--- config.mk ---
export PLATFORM = sky130hd
export DESIGN_NAME = reg_scoreboard_flat
export DESIGN_NICKNAME = d
export VERILOG_FILES = /design/src/rtl/reg_scoreboard_pkg.sv /design/src/rtl/reg_scoreboard_if.sv /design/src/rtl/reg_scoreboard_sb_counter.sv /design/src/rtl/reg_scoreboard.sv /design/src/flat_wrapper.sv
export SDC_FILE = /design/constraint.sdc
export NUM_CORES = 1
export LEC_CHECK = 0
export CAP_MARGIN = 40
export CORE_ASPECT_RATIO = 0.6
export CORE_MARGIN = 2
export CORE_UTILIZATION = 50
export CTS_CLUSTER_DIAMETER = 50
export DETAILED_ROUTE_END_ITERATION = 7
export GPL_TIMING_DRIVEN = 0
export HOLD_SLACK_MARGIN = 0.05
export PLACE_DENSITY = 0.69
export SYNTH_ARGS = -nofsm -noshare
export SYNTH_HDL_FRONTEND = slang
export SYNTH_HIERARCHICAL = 1
export SYNTH_SLANG_ARGS = --single-unit
--- constraint.sdc ---
create_clock -name clk -period 12.4 [get_ports clk]
set_input_delay 2.48 -clock clk [delete_from_list [all_inputs] [get_ports clk]]
set_output_delay 2.48 -clock clk [all_outputs]
set_load 0.05 [all_outputs]
--- src/rtl/reg_scoreboard_pkg.sv ---
// rtl/reg_scoreboard_pkg.sv - shared types and constants for the register scoreboard
// Contents: reg_idx_t (architectural register index), sb_state_t (issue FSM
// states), NREGS (architectural register count, x0 included).
package core_pkg;

  localparam int NREGS = 32;

  typedef logic [4:0] reg_idx_t;

  typedef enum logic [1:0] {
    SB_RUN,
    SB_DRAIN,
    SB_DONE
  } sb_state_t;

endpackage

--- src/rtl/reg_scoreboard_if.sv ---
// rtl/reg_scoreboard_if.sv - ID/WB/control-unit bundle seen by the register scoreboard
// master: the pipeline side (ID, WB, control unit) driving requests.
// slave : the scoreboard, returning grant, drained, busy and stall count.
interface reg_scoreboard_if;
  import core_pkg::*;

  logic        issue_req_i;
  reg_idx_t    rs1_i;
  reg_idx_t    rs2_i;
  logic        rs1_used_i;
  logic        rs2_used_i;
  reg_idx_t    rd_i;
  logic        rd_used_i;
  logic        issue_gnt_o;
  logic        wb_valid_i;
  reg_idx_t    wb_rd_i;
  logic        flush_i;
  logic        drain_req_i;
  logic        drained_o;
  logic        busy_o;
  logic [31:0] stall_cnt_o;

  modport master (
    output issue_req_i, rs1_i, rs2_i, rs1_used_i, rs2_used_i, rd_i, rd_used_i,
    output wb_valid_i, wb_rd_i, flush_i, drain_req_i,
    input  issue_gnt_o, drained_o, busy_o, stall_cnt_o
  );

  modport slave (
    input  issue_req_i, rs1_i, rs2_i, rs1_used_i, rs2_used_i, rd_i, rd_used_i,
    input  wb_valid_i, wb_rd_i, flush_i, drain_req_i,
    output issue_gnt_o, drained_o, busy_o, stall_cnt_o
  );

endinterface

--- src/rtl/reg_scoreboard_sb_counter.sv ---
// rtl/reg_scoreboard_sb_counter.sv - saturating up/down counter of outstanding writes for one register
// Ports: clk, rst (sync, active-high), inc, dec, clr (highest priority after rst),
// cnt (current count), cnt_nxt (value loaded at the next edge), zero, max.
module sb_counter #(
  parameter int CNT_W = 2
) (
  input  logic             clk,
  input  logic             rst,
  input  logic             inc,
  input  logic             dec,
  input  logic             clr,
  output logic [CNT_W-1:0] cnt,
  output logic [CNT_W-1:0] cnt_nxt,
  output logic             zero,
  output logic             max
);

  assign zero = (cnt == '0);
  assign max  = &cnt;

  // inc together with dec cancels; a dec at zero is absorbed.
  always_comb begin
    cnt_nxt = cnt;
    if (clr) begin
      cnt_nxt = '0;
    end else if (inc && !dec && !max) begin
      cnt_nxt = cnt + 1'b1;
    end else if (dec && !inc && !zero) begin
      cnt_nxt = cnt - 1'b1;
    end
  end

  always_ff @(posedge clk) begin
    if (rst) begin
      cnt <= '0;
    end else begin
      cnt <= cnt_nxt;
    end
  end

endmodule

--- src/rtl/reg_scoreboard.sv ---
// rtl/reg_scoreboard.sv - counted register-hazard scoreboard with drain/fence and flush
// Ports: clk, rst_i (sync, active-high), sb (reg_scoreboard_if.slave): issue
// request/grant with rs1/rs2/rd, WB release, flush, drain request, drained,
// busy and stall counter.
module reg_scoreboard #(
  parameter int NREGS     = core_pkg::NREGS,
  parameter int CNT_W     = 2,
  parameter bit WB_BYPASS = 1'b1
) (
  input  logic             clk,
  input  logic             rst_i,
  reg_scoreboard_if.slave  sb
);
  import core_pkg::*;

  logic [CNT_W-1:0] cnt     [NREGS];
  logic [CNT_W-1:0] cnt_nxt [NREGS];
  logic [NREGS-1:0] zero_v;
  logic [NREGS-1:0] max_v;

  sb_state_t   state;
  logic        drained;
  logic [31:0] stall_cnt;

  logic pend1, pend2, raw, sat, gnt, all_zero_nxt;

  // x0 is never tracked: a constant empty slot keeps the lookups uniform.
  assign cnt[0]     = '0;
  assign cnt_nxt[0] = '0;
  assign zero_v[0]  = 1'b1;
  assign max_v[0]   = 1'b0;

  for (genvar r = 1; r < NREGS; r++) begin : g_cnt
    logic inc, dec;
    assign inc = gnt && sb.rd_used_i && (sb.rd_i == reg_idx_t'(r));
    // A flush discards the WB release along with everything else.
    assign dec = sb.wb_valid_i && (sb.wb_rd_i == reg_idx_t'(r)) && !sb.flush_i;

    sb_counter #(.CNT_W(CNT_W)) u_cnt (
      .clk     (clk),
      .rst     (rst_i),
      .inc     (inc),
      .dec     (dec),
      .clr     (sb.flush_i),
      .cnt     (cnt[r]),
      .cnt_nxt (cnt_nxt[r]),
      .zero    (zero_v[r]),
      .max     (max_v[r])
    );
  end

  always_comb begin
    pend1 = (sb.rs1_i != '0) && !zero_v[sb.rs1_i];
    pend2 = (sb.rs2_i != '0) && !zero_v[sb.rs2_i];
    // Bypass only when this release retires the last outstanding write.
    if (WB_BYPASS && sb.wb_valid_i && (sb.wb_rd_i == sb.rs1_i) && (cnt[sb.rs1_i] == CNT_W'(1)))
      pend1 = 1'b0;
    if (WB_BYPASS && sb.wb_valid_i && (sb.wb_rd_i == sb.rs2_i) && (cnt[sb.rs2_i] == CNT_W'(1)))
      pend2 = 1'b0;
    raw = (sb.rs1_used_i && pend1) || (sb.rs2_used_i && pend2);
    // A same-cycle release does not relieve saturation: the counter is read as-is.
    sat = sb.rd_used_i && (sb.rd_i != '0) && max_v[sb.rd_i];
    // drain_req_i gates directly so the fence holds in the request cycle.
    gnt = sb.issue_req_i && (state == SB_RUN) && !sb.drain_req_i && !sb.flush_i && !raw && !sat;
  end

  always_comb begin
    all_zero_nxt = 1'b1;
    for (int r = 0; r < NREGS; r++) begin
      if (cnt_nxt[r] != '0) all_zero_nxt = 1'b0;
    end
  end

  always_ff @(posedge clk) begin
    if (rst_i) begin
      state     <= SB_RUN;
      drained   <= 1'b0;
      stall_cnt <= '0;
    end else begin
      if (sb.issue_req_i && !gnt) stall_cnt <= stall_cnt + 32'd1;
      if (sb.flush_i) begin
        // Nothing is outstanding after a flush, so a pending fence completes.
        if (state == SB_DRAIN) begin
          state   <= SB_DONE;
          drained <= 1'b1;
        end else begin
          state   <= SB_RUN;
          drained <= 1'b0;
        end
      end else begin
        case (state)
          SB_RUN: begin
            if (sb.drain_req_i) state <= SB_DRAIN;
          end
          SB_DRAIN: begin
            if (all_zero_nxt) begin
              state   <= SB_DONE;
              drained <= 1'b1;
            end
          end
          SB_DONE: begin
            if (!sb.drain_req_i) begin
              state   <= SB_RUN;
              drained <= 1'b0;
            end
          end
          default: begin
            state   <= SB_RUN;
            drained <= 1'b0;
          end
        endcase
      end
    end
  end

  assign sb.issue_gnt_o = gnt;
  assign sb.drained_o   = drained;
  assign sb.busy_o      = |(~zero_v);
  assign sb.stall_cnt_o = stall_cnt;

endmodule

--- src/flat_wrapper.sv ---
// flat-port wrapper written by rule: the top's interface ports become plain ports
module reg_scoreboard_flat import core_pkg::*;
#(
  parameter int NREGS     = core_pkg::NREGS,
  parameter int CNT_W     = 2,
  parameter bit WB_BYPASS = 1'b1
)
  (clk, rst_i, sb_issue_req_i, sb_rs1_i, sb_rs2_i, sb_rs1_used_i, sb_rs2_used_i, sb_rd_i, sb_rd_used_i, sb_wb_valid_i, sb_wb_rd_i, sb_flush_i, sb_drain_req_i, sb_issue_gnt_o, sb_drained_o, sb_busy_o, sb_stall_cnt_o);
  reg_scoreboard_if sb_i ();
  input  logic clk;
  input  logic rst_i;
  input wire logic [$bits(sb_i.issue_req_i)-1:0] sb_issue_req_i;
  input wire logic [$bits(sb_i.rs1_i)-1:0] sb_rs1_i;
  input wire logic [$bits(sb_i.rs2_i)-1:0] sb_rs2_i;
  input wire logic [$bits(sb_i.rs1_used_i)-1:0] sb_rs1_used_i;
  input wire logic [$bits(sb_i.rs2_used_i)-1:0] sb_rs2_used_i;
  input wire logic [$bits(sb_i.rd_i)-1:0] sb_rd_i;
  input wire logic [$bits(sb_i.rd_used_i)-1:0] sb_rd_used_i;
  input wire logic [$bits(sb_i.wb_valid_i)-1:0] sb_wb_valid_i;
  input wire logic [$bits(sb_i.wb_rd_i)-1:0] sb_wb_rd_i;
  input wire logic [$bits(sb_i.flush_i)-1:0] sb_flush_i;
  input wire logic [$bits(sb_i.drain_req_i)-1:0] sb_drain_req_i;
  output wire logic [$bits(sb_i.issue_gnt_o)-1:0] sb_issue_gnt_o;
  output wire logic [$bits(sb_i.drained_o)-1:0] sb_drained_o;
  output wire logic [$bits(sb_i.busy_o)-1:0] sb_busy_o;
  output wire logic [$bits(sb_i.stall_cnt_o)-1:0] sb_stall_cnt_o;
  assign sb_i.issue_req_i = sb_issue_req_i;
  assign sb_i.rs1_i = sb_rs1_i;
  assign sb_i.rs2_i = sb_rs2_i;
  assign sb_i.rs1_used_i = sb_rs1_used_i;
  assign sb_i.rs2_used_i = sb_rs2_used_i;
  assign sb_i.rd_i = sb_rd_i;
  assign sb_i.rd_used_i = sb_rd_used_i;
  assign sb_i.wb_valid_i = sb_wb_valid_i;
  assign sb_i.wb_rd_i = sb_wb_rd_i;
  assign sb_i.flush_i = sb_flush_i;
  assign sb_i.drain_req_i = sb_drain_req_i;
  assign sb_issue_gnt_o = sb_i.issue_gnt_o;
  assign sb_drained_o = sb_i.drained_o;
  assign sb_busy_o = sb_i.busy_o;
  assign sb_stall_cnt_o = sb_i.stall_cnt_o;
  reg_scoreboard #(.NREGS(NREGS), .CNT_W(CNT_W), .WB_BYPASS(WB_BYPASS)) u_core (.clk(clk), .rst_i(rst_i), .sb(sb_i));
endmodule
==> out/metrics.sh, run 1 <==
WORST_EP_ARRIVAL_TIME_NS=6.12
WORSTPATHCELLLIST='clkdlybuf4s50_1 -> buf_4 -> mux4_2 -> a22oi_1 -> o31ai_1 -> mux2_2 -> a22oi_2 -> o311a_4 -> buf_6 -> buf_4 -> and2_1 -> clkdlybuf4s50_1'
FRACTION_OF_LAYOUT_CELLS_WITH_A_SIZE_SUFFIX_ABOVE_1_PCT=19.9
POST-ROUTE-PERIOD-UTIL_PCT=69.4
REGTOREGENDPOINT='u_core/state[1]'
FINAL.MIN_CLOCK_PERIOD_NS=8.60
ANTENNADIODECOUNT=0
POSTSYNTH.ASYNCRESETSHARE_PCT=0
AVGROUTEDWIREPERCELL_UM=21.3
OVERFLOW=0
YS_WARNS=6
FINAL_HOLD_VIOL_COUNT=0
CRIT_PATH_MAX_FANOUT=10
CTS.SINKS=97
CRITICAL_PATH_BUFFER_AND_INVERTER_COUNT=5
VDD.IR_DROP.WORST_uV=62.0
CLOCK_POWER_SHARE_PCT=42.1
FP.COREAREA_SQ_MM=0.0209
CLOCK_TREE.ROOT_CELL='sky130_fd_sc_hd__clkbuf_16'
FF2FF_PATH_DEPTH=19
STD_CELL_ROWS=41
FF2FF_SETUP_SLACK_NS=6.23
CELLINTERNALPOWER_W=0.000516
TIMING.CRITICAL_PATH.MAX_DELAY_FAMILY='buffers and inverters'
YS_DOMINANT_REG_CELL='sky130_fd_sc_hd__dfxtp_1'
POWER.SHARE.COMBINATIONAL_PCT=14.5
POST-DP-HPWL_UM=26700
CLOCK_INSERTION_DELAY_WORST_SKEW_NS=0.37
WORST_HOLD_PATH_TYPE='reg2reg'
DR.PASS1.ITERS=5
TIMING.FINAL.SETUP_VIOLATIONS=0
ENDPOINT='sb_issue_gnt_o'
VIA_COUNT_OF_THE_FIRST_GLOBAL_ROUTING_PASS=8906
FILLER_CELL_COUNT=1933
POST_CTS_HOLD_BUFFER_COUNT=0
POWER_DENSITY_mW_PER_MM2=60.8
CP.DEPTH=12
FLOORPLAN_DIE_HEIGHT_UM=117
STATUS='finished, final reports clean'
SYN_NETS=1335
GRT_PASS1_WL_UM=51400
CTS_HTREE_LEVELS=3
POST_DRT_VIA_CELL_RATIO=6.37
POSTSYNTHREGISTERBITS=97
FIN_WORST_SKEW_NS=0.0102
HOLD_WORST_SLACK_NS=0.484
POSTSYNTHAREAPERCELL_SQ_UM=8.55
WORSTSETUPPATHTYPE='in2out'
CHIPWIDTH_UM=192
SLEW_VIOL_FINAL=0
CTS.CLK_SLEW.WORST_PATHS_NS=0.07
POWER_LEAKAGE_nW=3.95
SYNTH-EDFF-COUNT=0
SEQUENTIALPOWERSHARE_PCT=43.5
AREA_OF_THE_DIE_SQ_MM=0.0225
MAX-CAP-VIOLATIONS=0
INITIAL_ANTENNA_VIOLATION_COUNT=0
FINAL_CORE_UTIL_PCT=56.8
SYN-CELL-AREA_SQ_MM=0.0106
SLOWEST_DELAY_NS=0.80
MAX_FREQ_GHz=0.116
CRIT_SLOWEST_CELL='sky130_fd_sc_hd__clkdlybuf4s50_1'
NUM_IO_PINS=64
NUM_VIAS=10200
GRT_SETUP_UNREPAIRED='false'
AGGREGATE_ROUTED_WIRE_LENGTH_UM=34000
POSTSYNTHCELLCOUNT=1243
R2R-START='u_core/g_cnt[14].u_cnt/cnt[0]'
TIMING.CRITICAL_PATH.FROM_TYPE='input pin'
WORST_SLEW_MARGIN_REL_PCT=37.2
FLOW.AREA_GROWTH_FROM_SYNTHESIS_PCT=11.9
INITIAL_UTILIZATION_PCT=50.7
CLK_PATH_BUF_DEPTH=2
FINAL_NETS=1405
SYNTH.LIB_CELLS_USED.DISTINCT=66
GP_CONGESTION=0.992
WORSTMARGINPINSLEW_NS=0.935
DRT_DRC_VIOLATIONS_LEFT=0
MAXIMUM_NUMBER_OF_PINS_ON_ONE_NET_BEFORE_GLOBAL_ROUTE_REPAIR=66
POWER_SWITCHING_SHARE_PCT=28.7
MIN-DELAY-START='u_core/sb.stall_cnt_o[31]'
CTS_SETUP_BUFFERS=0
REQUIRED_NS=9.92
WORST_SETUP_PATH_STARTPOINT='sb_rd_i[0]'
NUMPORTBUFFERS=55
CTS_INSERTED_BUFFERS=9
FIN_SETUP_TNS_NS=0
ANTENNA_VIOLATING_NETS_POST_ROUTE=0
TRITONCTS='done'
DRT_ITER0_DRC=1191
YOSYSSEQAREASHARE_PCT=18.3
P_SW_W=0.000207
POST_CTS_REPAIR_RESIZE_COUNT=0
CRITICAL_PATH.ENDPOINT_TYPE='output pin'
GLOBALROUTETOTALUTIL_PCT=30.1
==> registers in the layout, indices dropped and copies added, names as in the netlist <==
name / flops
u_core/g_cnt.u_cnt/cnt: 62
u_core/sb.stall_cnt_o: 32
u_core/state: 2
u_core/sb.drained_o: 1
==> layout by cell type, fill, tap and decap left out, types with 18 or more instances in the layout <==
cell type	netlist	routed
sky130_fd_sc_hd__nor2b_1	105	105
sky130_fd_sc_hd__or4_1	23	23
sky130_fd_sc_hd__a21oi_1	43	43
sky130_fd_sc_hd__dfxtp_1	97	97
sky130_fd_sc_hd__nor2_1	70	70
sky130_fd_sc_hd__ha_1	63	63
sky130_fd_sc_hd__o21a_1	66	66
sky130_fd_sc_hd__nor3b_2	59	59
sky130_fd_sc_hd__nor4_1	20	20
sky130_fd_sc_hd__nand3_1	23	23
sky130_fd_sc_hd__nor3b_1	43	43
sky130_fd_sc_hd__inv_1	72	72
sky130_fd_sc_hd__nor3_1	131	131
sky130_fd_sc_hd__clkdlybuf4s50_1	0	53
sky130_fd_sc_hd__clkbuf_1	18	18
sky130_fd_sc_hd__nand2b_1	29	29
sky130_fd_sc_hd__mux4_2	27	27
sky130_fd_sc_hd__nand4_1	22	22
sky130_fd_sc_hd__o31ai_1	25	25
sky130_fd_sc_hd__or2_2	24	24
sky130_fd_sc_hd__nor4_2	53	53
sky130_fd_sc_hd__nand2_1	33	33
==> worst min-delay path, delay by kind of cell (launching register included) <==
| family | cells | cell delay [ns] |
|---|---|---|
| AOI/OAI and AO/OA | 2 | 0.12 |
| DFF | 1 | 0.32 |
==> layout make-up <==
type	count	area [sq um]	share of cell area, %
plain buffers	42	239	2.01
flip-flops and latches	97	1940	16.3
well taps	279	349	2.94
clock inverters	4	51.3	0.432
repair buffers	59	613	5.16
clock buffers	11	253	2.13
multi-input cells	1030	8160	68.7
inverters	74	278	2.34
==> cell usage after synthesis, drive strengths merged, types with 2 or more instances <==
cell    instances  area, sq um
a22oi           3         27.5
nor4b          10          150
a21oi          43          215
nor2b         105          657
xor2            4         35.0
o211ai          3         22.5
nand4          22          138
nand3b          7         52.6
ha             63          788
nor3          134          686
a221oi         13          170
buf            24          171
or2            24          150
and3           15         93.8
a22o            2         17.5
or3             4         25.0
inv            73          274
mux4           28          634
o311a           2         31.3
nor3b         102         1060
and2           16          100
mux2           11          135
mux2i          13          130
or4            23          173
a211oi         11          128
nand2b         29          181
o21a           75          574
o31ai          25          188
dfxtp          97         1940
nor2           71          269
nor4           73          788
nand4b          5         56.3
nand3          23          115
nand2          33          124
o21ai          21          105
clkbuf         18         67.6
a211o           2         17.5
xnor2           5         43.8
a31oi           3         18.8
==> power by group through the flow <==
stage	sequential, W	combinational (W)	clock, W
2_1_floorplan	0.000324	0.0000558	0
3_3_place_gp	0.000322	0.0000995	0
3_5_place_dp	0.000322	0.000101	0
4_1_cts	0.000314	0.000102	0.000309
5_1_grt	0.000314	0.000110	0.000323
6_report	0.000314	0.000105	0.000304
==> worst min path at each step <==
stage / slack (ns) / cells past startpoint / end
after global placement: 0.47 / 2 / u_core/sb.stall_cnt_o[31]
after floorplan: 0.48 / 2 / u_core/state[1]
after CTS: 0.49 / 2 / u_core/sb.stall_cnt_o[31]
after global routing: 0.52 / 2 / u_core/sb.stall_cnt_o[9]
final: 0.48 / 2 / u_core/sb.stall_cnt_o[31]
after detailed placement: 0.48 / 2 / u_core/sb.stall_cnt_o[31]
==> routing by layer <==
metal / global-route usage [%] / part of all wire [%]
met2: 37.3 / 37
met4: 5.19 / 0.92
met1: 48.2 / 50
met3: 10.6 / 12
met5: 0 / 0
==> logic make-up after synthesis <==
| group | count (synthesis) | share of synthesized area [%] |
|---|---|---|
| xor gates and xnor gates | 9 | 0.742 |
| AOI/OAI and AO/OA | 209 | 14.8 |
| adders and majority gates | 63 | 7.42 |
| DFF | 97 | 18.3 |
| muxes | 52 | 8.47 |
| buffers and inverters | 116 | 4.86 |
| and+or+nand+nor | 697 | 45.5 |
==> metrics by stage <==
stage	power [W]	area [sq um]	std cells	setup slack (ns)
3_3_place_gp	0.000421	11500	1577	1.27
6_report	0.000723	11900	1596	3.80
3_5_place_dp	0.000423	11600	1580	3.86
2_1_floorplan	0.000380	10600	1243	5.20
5_1_grt	0.000747	11900	1596	3.74
4_1_cts	0.000726	11900	1595	3.84
Power figures use the tool's default switching activity.
==> inputs of run 2 (changes only) <==
- clock period: 12.4 -> 8.5 ns (I/O delays scaled with it)
==> results of run 2 <==
The final DEF is identical to that of run 1. Status: finished, final reports clean.
Main changes from that run: setup slack after placement 3.86 ns -> 0.883 ns; setup slack after layout 3.80 ns -> 0.930 ns; end point of the critical path sb_issue_gnt_o -> u_core/state[1]; register-to-register setup slack 6.23 ns -> 2.33 ns; total power 0.000723 W -> 0.00105 W; worst IR drop on VDD 62.0 uV -> 90.4 uV
